### config.mk
export PLATFORM = sky130hd
export DESIGN_NAME = load_store_unit
export DESIGN_NICKNAME = d
export VERILOG_FILES = /design/src/rtl/lsu_pkg.sv /design/src/rtl/lsu_align.sv /design/src/rtl/load_store_unit.sv
export SDC_FILE = /design/constraint.sdc
export NUM_CORES = 1
export LEC_CHECK = 0
export ABC_AREA = 1
export CAP_MARGIN = 20
export CORE_MARGIN = 2
export CORE_UTILIZATION = 47
export CTS_BUF_LIST = sky130_fd_sc_hd__clkbuf_16
export DETAILED_ROUTE_END_ITERATION = 8
export PLACE_DENSITY = 0.8
export SYNTH_ARGS = -nofsm -noshare
export SYNTH_HDL_FRONTEND = slang
export SYNTH_SLANG_ARGS = --single-unit
### constraint.sdc
create_clock -name clk -period 2.6 [get_ports clk]
set_input_delay 0.26 -clock clk [delete_from_list [all_inputs] [get_ports clk]]
set_output_delay 0.26 -clock clk [all_outputs]
set_load 0.02 [all_outputs]
### src/rtl/lsu_pkg.sv
// Shared definitions for the load/store unit: RV32I funct3 codes, FSM states
// and the request legality check applied at capture time.
package lsu_pkg;

    localparam logic [2:0] F3_B  = 3'b000;
    localparam logic [2:0] F3_H  = 3'b001;
    localparam logic [2:0] F3_W  = 3'b010;
    localparam logic [2:0] F3_BU = 3'b100;
    localparam logic [2:0] F3_HU = 3'b101;

    typedef enum logic [2:0] {
        ST_IDLE = 3'd0,
        ST_RD   = 3'd1,
        ST_WAIT = 3'd2,
        ST_WR   = 3'd3,
        ST_RESP = 3'd4
    } lsu_state_e;

    // High when the request is misaligned or its funct3 is not a legal load/store size.
    function automatic logic req_is_bad(input logic store, input logic [2:0] funct3,
                                        input logic [1:0] offset);
        logic bad;
        bad = 1'b0;
        case (funct3)
            F3_B:    bad = 1'b0;
            F3_H:    bad = offset[0];
            F3_W:    bad = (offset != 2'b00);
            F3_BU:   bad = store;
            F3_HU:   bad = store | offset[0];
            default: bad = 1'b1;
        endcase
        return bad;
    endfunction

endpackage

### src/rtl/lsu_align.sv
// Byte-lane steering between a 32-bit memory word and sub-word data:
// store merge into an old word and load extract with sign/zero extension.
module lsu_align
    import lsu_pkg::*;
(
    input  logic [31:0] old_word,
    input  logic [31:0] wdata,
    input  logic [1:0]  offset,
    input  logic [1:0]  size,
    input  logic [31:0] load_word,
    input  logic [2:0]  funct3,
    output logic [31:0] merged_word,
    output logic [31:0] load_data
);

    logic [7:0]  byte_s;
    logic [15:0] half_s;

    assign byte_s = load_word[{offset, 3'b000} +: 8];
    assign half_s = load_word[{offset[1], 4'b0000} +: 16];

    // Store merge: overwrite only the addressed lanes of the old word.
    always_comb begin
        merged_word = old_word;
        case (size)
            2'b00:   merged_word[{offset, 3'b000} +: 8] = wdata[7:0];
            2'b01:   merged_word[{offset[1], 4'b0000} +: 16] = wdata[15:0];
            2'b10:   merged_word = wdata;
            default: merged_word = old_word;
        endcase
    end

    // Load extract: select the addressed lane and extend it to 32 bits.
    always_comb begin
        load_data = 32'h0000_0000;
        case (funct3)
            F3_B:    load_data = {{24{byte_s[7]}}, byte_s};
            F3_H:    load_data = {{16{half_s[15]}}, half_s};
            F3_W:    load_data = load_word;
            F3_BU:   load_data = {24'h00_0000, byte_s};
            F3_HU:   load_data = {16'h0000, half_s};
            default: load_data = 32'h0000_0000;
        endcase
    end

endmodule

### src/rtl/load_store_unit.sv
// RV32I load/store unit: turns byte/half/word requests into word-aligned Memory
// accesses, using read-modify-write for sub-word stores.
module load_store_unit
    import lsu_pkg::*;
#(
    parameter int MEM_RD_LAT = 1,
    parameter int ADDR_W     = 32
) (
    input  logic              clk,
    input  logic              rst_n,
    input  logic              req_valid,
    output logic              req_ready,
    input  logic              req_store,
    input  logic [2:0]        req_funct3,
    input  logic [ADDR_W-1:0] req_addr,
    input  logic [31:0]       req_wdata,
    output logic              rsp_valid,
    output logic [31:0]       rsp_rdata,
    output logic              rsp_err,
    output logic              mem_rw,
    output logic              mem_wr,
    output logic [ADDR_W-1:0] mem_addr,
    output logic [31:0]       mem_wdata,
    input  logic [31:0]       mem_rdata
);

    localparam logic [2:0] LAT_M1 = 3'(MEM_RD_LAT - 1);

    lsu_state_e        state_r;
    lsu_state_e        next_state_s;

    logic              store_r;
    logic [2:0]        funct3_r;
    logic [1:0]        offset_r;
    logic [31:0]       wdata_r;
    logic              err_r;
    logic [2:0]        wait_cnt_r;

    logic              req_ready_r;
    logic              rsp_valid_r;
    logic [31:0]       rsp_rdata_r;
    logic              rsp_err_r;
    logic              mem_rw_r;
    logic              mem_wr_r;
    logic [ADDR_W-1:0] mem_addr_r;
    logic [31:0]       mem_wdata_r;

    logic              accept_s;
    logic              cap_bad_s;
    logic              wait_done_s;
    logic [31:0]       merged_s;
    logic [31:0]       load_data_s;

    assign accept_s    = req_valid && (state_r == ST_IDLE);
    assign cap_bad_s   = req_is_bad(req_store, req_funct3, req_addr[1:0]);
    assign wait_done_s = (state_r == ST_WAIT) && (wait_cnt_r == LAT_M1);

    lsu_align u_align (
        .old_word    (mem_rdata),
        .wdata       (wdata_r),
        .offset      (offset_r),
        .size        (funct3_r[1:0]),
        .load_word   (mem_rdata),
        .funct3      (funct3_r),
        .merged_word (merged_s),
        .load_data   (load_data_s)
    );

    // FSM state register.
    always_ff @(posedge clk or negedge rst_n) begin
        if (!rst_n) begin
            state_r <= ST_IDLE;
        end else begin
            state_r <= next_state_s;
        end
    end

    // Next-state logic; SW skips the read, errors skip memory entirely.
    always_comb begin
        next_state_s = state_r;
        case (state_r)
            ST_IDLE: begin
                if (!accept_s) begin
                    next_state_s = ST_IDLE;
                end else if (cap_bad_s) begin
                    next_state_s = ST_RESP;
                end else if (req_store && (req_funct3 == F3_W)) begin
                    next_state_s = ST_WR;
                end else begin
                    next_state_s = ST_RD;
                end
            end
            ST_RD:   next_state_s = ST_WAIT;
            ST_WAIT: begin
                if (!wait_done_s) begin
                    next_state_s = ST_WAIT;
                end else if (store_r) begin
                    next_state_s = ST_WR;
                end else begin
                    next_state_s = ST_RESP;
                end
            end
            ST_WR:   next_state_s = ST_RESP;
            ST_RESP: next_state_s = ST_IDLE;
            default: next_state_s = ST_IDLE;
        endcase
    end

    // Request capture and read-latency counter.
    always_ff @(posedge clk or negedge rst_n) begin
        if (!rst_n) begin
            store_r    <= 1'b0;
            funct3_r   <= 3'b000;
            offset_r   <= 2'b00;
            wdata_r    <= 32'h0000_0000;
            err_r      <= 1'b0;
            wait_cnt_r <= 3'd0;
        end else begin
            if (accept_s) begin
                store_r  <= req_store;
                funct3_r <= req_funct3;
                offset_r <= req_addr[1:0];
                wdata_r  <= req_wdata;
                err_r    <= cap_bad_s;
            end
            if (state_r == ST_WAIT) begin
                wait_cnt_r <= wait_cnt_r + 3'd1;
            end else begin
                wait_cnt_r <= 3'd0;
            end
        end
    end

    // Registered outputs, each decoded from the state being entered.
    always_ff @(posedge clk or negedge rst_n) begin
        if (!rst_n) begin
            req_ready_r <= 1'b1;
            rsp_valid_r <= 1'b0;
            rsp_rdata_r <= 32'h0000_0000;
            rsp_err_r   <= 1'b0;
            mem_rw_r    <= 1'b0;
            mem_wr_r    <= 1'b0;
            mem_addr_r  <= '0;
            mem_wdata_r <= 32'h0000_0000;
        end else begin
            req_ready_r <= (next_state_s == ST_IDLE);
            rsp_valid_r <= (next_state_s == ST_RESP);
            mem_rw_r    <= (next_state_s == ST_RD);
            mem_wr_r    <= (next_state_s == ST_WR);
            rsp_err_r   <= (next_state_s == ST_RESP) && (accept_s ? cap_bad_s : err_r);

            if (wait_done_s && !store_r) begin
                rsp_rdata_r <= load_data_s;
            end else begin
                rsp_rdata_r <= 32'h0000_0000;
            end

            if (accept_s) begin
                mem_addr_r <= {req_addr[ADDR_W-1:2], 2'b00};
            end

            if (accept_s && !cap_bad_s && req_store && (req_funct3 == F3_W)) begin
                mem_wdata_r <= req_wdata;
            end else if (wait_done_s && store_r) begin
                mem_wdata_r <= merged_s;
            end
        end
    end

    assign req_ready = req_ready_r;
    assign rsp_valid = rsp_valid_r;
    assign rsp_rdata = rsp_rdata_r;
    assign rsp_err   = rsp_err_r;
    assign mem_rw    = mem_rw_r;
    assign mem_wr    = mem_wr_r;
    assign mem_addr  = mem_addr_r;
    assign mem_wdata = mem_wdata_r;

endmodule

# Yosys cells after proc, flatten, opt, wreduce, memory -nomap -nowiden
# Index checks and enable logic that the tools add are counted.
[word_totals] reg_bits=144 in_bits=103 output_inout_bits=101
[op_classes] add_sub_neg=3 eq_ne=16 shift=6 mux=16 bitwise_logic=1 n_reduce_logical=19
[ops] operator="one-hot mux 32 bit (5 select lines)" n=1
[ops] operator="2-to-1 mux 32 bit" n=3
[ops] operator="one-hot mux 32 bit (3 select lines)" n=1
[ops] operator="bitwise mux 32 bit" n=2
[ops] operator="variable shift 16 x 7 -> 32 bit, first input constant" n=1
[ops] operator="variable shift 8 x 7 -> 32 bit, first input constant" n=1
[ops] operator="indexed part select 16 x 7 -> 32 bit" n=1
[ops] operator="indexed part select 32 x 6 -> 16 bit" n=1
[ops] operator="indexed part select 32 x 6 -> 8 bit" n=1
[ops] operator="indexed part select 8 x 7 -> 32 bit" n=1
[ops] operator="equality test 3 x 2 -> 1 bit, second input constant" n=5
[ops] operator="equality test 3 bit, second input constant" n=5
[ops] operator="logical NOT 3 bit" n=5
[ops] operator="2-to-1 mux 3 bit" n=5
[ops] operator="negation 5 -> 7 bit" n=2
[ops] operator="equality test 3 x 1 -> 1 bit, second input constant" n=4
[ops] operator="one-hot mux 3 bit (4 select lines)" n=1
[ops] operator="logical AND 1 bit" n=9
[ops] operator="one-hot mux 1 bit (5 select lines)" n=1
[ops] operator="nonzero test 2 bit" n=2
[ops] operator="adder 3 x 1 -> 3 bit, second input constant" n=1
[ops] operator="equality test 2 x 1 -> 1 bit, second input constant" n=1
[ops] operator="equality test 2 bit, second input constant" n=1
[ops] operator="logical NOT 1 bit" n=2
[ops] operator="other kinds (4)" n=4

# Depth between registers and ports, before layout
[depth] ltp_word=8 depth_mapped=12 depth_no_buf=11

# Modules after synthesis
# From an unflattened synthesis, not the netlist that was laid out.
[hier_totals] hier_cells=1243 hier_area_um2=8336.7
[modules_own_cells] module="load_store_unit" n_inst=1 cells_each=636 area_each_um2=5734.2
[modules_own_cells] module="lsu_align" n_inst=1 cells_each=607 area_each_um2=2602.5

# Worst setup path after synthesis
# No wires, ideal clock.
[synth_path] kind="register to register" from="register offset_r[1]" to="register mem_wdata_r[8], in the netlist mem_wdata[8]" arrival_ns=1.788 required_ns=2.482 slack_ns=0.694 stages_incl_launch_ff=12 n_path_buf=1 period_less_slack_ns=1.906 cell_sequence="dfrtp_1 > inv_2 > clkbuf_1 > ha_1 > clkinv_1 > nand2_1 > nor2_1 > nand2_1 > nand2_1 > nand3b_1 > nand3_1 > nand2_1"
[synth_via] elab_chain_cells=6 elab_cells_between_ends=11
[synth_rtl] item="start: declaration" line="load_store_unit.sv:34" rtl="logic [1:0] offset_r;"
[synth_rtl] item="start signal: assignment" line="load_store_unit.sv:122" rtl="offset_r <= req_addr[1:0];"
[synth_rtl] item="negation 5 -> 7 bit (on tied branches)" line="lsu_align.sv:27, lsu_align.sv:26"
[synth_rtl] item="indexed part select 16 x 7 -> 32 bit, or another cell as far along" line="lsu_align.sv:27" rtl="2'b01: merged_word[{offset[1], 4'b0000} +: 16] = wdata[15:0];"
[synth_rtl] item="bitwise mux 32 bit (on tied branches)" line="lsu_align.sv:27, lsu_align.sv:26"
[synth_rtl] item="one-hot mux 32 bit (3 select lines) (*)" line="lsu_align.sv:25" rtl="case (size)"
[synth_rtl] item="2-to-1 mux 32 bit (*)" line="load_store_unit.sv:164" rtl="end else if (wait_done_s && store_r) begin"
[synth_rtl] item="2-to-1 mux 32 bit (*)" line="load_store_unit.sv:162" rtl="if (accept_s && !cap_bad_s && req_store && (req_funct3 == F3_W)) begin"
[synth_rtl] item="end signal: assignment" line="load_store_unit.sv:163" rtl="mem_wdata_r <= req_wdata;"
[synth_rtl] item="end signal: assignment" line="load_store_unit.sv:165" rtl="mem_wdata_r <= merged_s;"
[synth_rtl] item="end: declaration" line="load_store_unit.sv:46" rtl="logic [31:0] mem_wdata_r;"
# Mark *: on every way between the ends. The rest lies on a longest branch, timed or not. The select of a mux whose other input is x is not followed.
# A chain may end at the register's enable or synchronous reset.

# Worst setup path in the final report
[layout_path] from="register funct3_r[0]" to="register mem_wdata_r[28], in the netlist mem_wdata[28]"
[layout_via] elab_chain_cells=4 elab_cells_between_ends=6
[layout_rtl] item="start: declaration" line="load_store_unit.sv:33" rtl="logic [2:0] funct3_r;"
[layout_rtl] item="start signal: assignment" line="load_store_unit.sv:121" rtl="funct3_r <= req_funct3;"
[layout_rtl] item="equality test 2 bit, or another cell as far along" line="lsu_align.sv:25"
[layout_rtl] item="one-hot mux 32 bit (3 select lines) (*)" line="lsu_align.sv:25"
[layout_rtl] item="2-to-1 mux 32 bit (*)" line="load_store_unit.sv:164"
[layout_rtl] item="2-to-1 mux 32 bit (*)" line="load_store_unit.sv:162"
# Marks and branches as above.

==> results.md <==
- Post-Layout Cell Count: 1448
- Fin Setup TNS: 0 ps
- Worst hold slack: between 300 and 400 ps
- Slew Viols, Final: 0
- GR Overflow Total: 0
- Flop2flop setup slack: ~500 ps
- Fmax: roughly 480 MHz
- Die Height: 131 um
- Mapped Area: about 7600 um^2
- Buffers on Ports: between 200 and 250
- Final core utilization: 0.656
- Comb pwr share: 0.487
- Leading area contributor after synthesis: dfrtp_1
- Row count: 46
- Worst Hold Class: in -> reg
- Die area: ~17000 um^2
- Setup Viol. Count Final: 0
- Tcrit/Tclk final: 0.808
- Drc violations: 0
- Final nets: approximately 1300
- Critical Path AT: roughly 2400 ps
- Syn avg cell area: around 7.4 um^2
- FILL cells: 1344
- Top-count cell post-synth: nand2_1
- Synth top cells by count: nand2_1, dfrtp_1, nand3_1, inv_1, o21ai_0
- Main synth FF type: dfrtp_1
- H-tree level count: 4
- Post-CTS setup buffers: 0
- Post-route ant nets: 0
- Placed Cells: between 1000 and 1500
- Worst-Margin Slew: approximately 860 ps
- Final Hold Vio Count: 0
- Via density per instance: 5.31
- Async S/R FF share, synth: 1.00
- N_diodes: 0
- Die W: about 130 um
- Worst-path maximum fanout: 18
- Worst setup startpoint: funct3_r[0]
- P&R area growth vs syn: 36.8%
- RR Startpoint: funct3_r[0]
- Ranking of synthesized cells by area: dfrtp_1, nand2_1, nand3_1
- GP Congestion: 0.982
- Final min period: about 2100 ps
- Critical hold path startpoint: req_addr[8]
- HPWL after DPL: 17500 um
- Synth warn: 0
- Largest net degree at the start of global routing: slightly above 90
- DRT Pass-1 Iters: 7
- Synth Register Bits: roughly 140
- Drt total wl: approximately 24000 um
- Cts bufs inserted: 17
- Drt first-iter violations: approximately 750
- First-pass GRT wire length: 39600 um
- Post-synth EDFFs: 0
- Switching share of power: 0.445
- Clock power frac: 0.208
- Yosys top cell area share: 0.470
- Reg area: about 3600 um^2
- Pint: 6.92 mW
- Clk_lat worst skew: between 400 and 500 ps
- RSZ-0062 raised after global routing: no
- CP endpoint kind: register
- P_leak: 5.06 nW
- Critical path class: reg -> reg
- Initial antenna violation count: 0
- Status: complete, no violations
- Area of the multi-input gates: 3360 um^2
- CTS tree: built
- CP startpoint kind: register
- Cells after synthesis: between 1000 and 1500
- Worst Path Required: just under 3000 ps
- Initial core utilization: 0.479
- IO Count: 204
- Vias in the first global route: roughly 7500
- Clock transition at path regs: ~70 ps
- Pwr Density: about 1200 nW/um^2
- Root Driver: clkbuf_16
- GRT Total Usage: 0.289
- Deepest clock path buffer count: 2
- Routed length per placed instance: 16.8 um
- Maximum vdd drop: 0.701 mV
- Register area share after synthesis: 0.473
- Core Region: 15900 um^2
- Clock Sinks: 144
- Sw Pwr: 5.56 mW
- Clock skew: 10.9 ps
- # Max-Cap Violations: 0
- Power Total: 12.5 mW
- Share of cells above drive strength 1: 0.0698
- Routed vias: between 7000 and 8000
- Relative slew slack: 0.429
- Synth cell types: 37
- Sequential share of power: 0.304
==> timing repair <==
item | in CTS | in global routing
hold buffers | 1 | 0
gates resized for setup | 0 | 0
hold endpoints to repair | 69 | 0
==> metal layers <==
metal,vias up,wire (um),track usage,share of wire
li1,3691,-,-,-
met1,3547,10300,0.387,0.42
met4,0,565,0.0948,0.023
met5,-,0,0,0
met2,406,10800,0.439,0.44
met3,41,2610,0.105,0.11
==> final timing paths <==
path,end,cells past startpoint
min,mem_addr[8],3
max in group asynchronous,rsp_rdata[8],3
min reg2reg,wait_cnt_r[0],1
max,mem_wdata[28],7
min in group asynchronous,rsp_rdata[13],2
max reg2reg,mem_wdata[28],7
==> state kept, by name, summed over array words and instances, names as in the netlist, 2 cells and up <==
signal / cells
mem_wdata: 32
wdata_r: 32
rsp_rdata: 32
state_r: 3
funct3_r: 3
offset_r: 2
wait_cnt_r: 3
mem_addr: 30
==> worst max-delay path, stage by stage (launching register included) <==
cell and delay, ps:
dfrtp_1 700, nand2_1 320, inv_2 360, nor2_1 180, nand3_1 100, nand4_1 160
nand2_1 110, nand2_1 50
==> power groups by stage <==
stage | registers (mW) | clock network (mW) | logic (mW)
finish | 3.80 | 2.60 | 6.08
global route | 3.89 | 2.72 | 6.70
detailed placement | 3.78 | 0 | 5.98
CTS | 3.78 | 2.62 | 6.02
floorplan | 4.24 | 0 | 3.13
global placement | 3.80 | 0 | 5.88
==> logic make-up (layout without fill, tap and decap cells) <==
group,count (synthesis),count (layout),share of synthesized area
XOR/XNOR,1,1,0.00115
buffers and inverters,154,352,0.0858
AO/OA/AOI/OAI,126,126,0.0925
adder cells (fa/ha/maj),7,7,0.0115
AND/OR/NAND/NOR,598,598,0.332
multiplexers,2,2,0.00263
other,1,2,0.000493
flip-flops,144,144,0.473
==> final cells by class <==
| type | instances | share of cell area |
|---|---|---|
| repair buffers | 221 | 0.209 |
| clock buffers | 17 | 0.0409 |
| clock inverters | 15 | 0.0191 |
| inverters | 99 | 0.0357 |
| multi-input cells | 736 | 0.323 |
| flip-flops and latches | 144 | 0.346 |
| well taps | 216 | 0.0260 |
==> layout by cell type (no fill, tap or decap), types with 6 or more instances in the layout <==
cell type        instances
clkinv_1                 9
ha_1                     7
inv_2                   13
a31oi_1                 23
o211ai_1                 9
nand4_1                 12
o21ai_0                 51
nor2_1                  45
nand3_1                139
inv_6                    6
inv_1                   77
a21oi_1                 23
nand2_1                382
clkdlybuf4s50_1        200
o21ai_1                 11
buf_4                   18
clkbuf_16               17
dfrtp_1                143
nand2_2                  7
==> per-stage QoR <==
stage	instance area (um^2)	setup WS (ps)
finish	10400	499
CTS	10400	584
global placement	9780	570
detailed placement	9780	518
floorplan	7620	694
global route	10400	336
No activity file was read; power rests on OpenSTA's default activity.
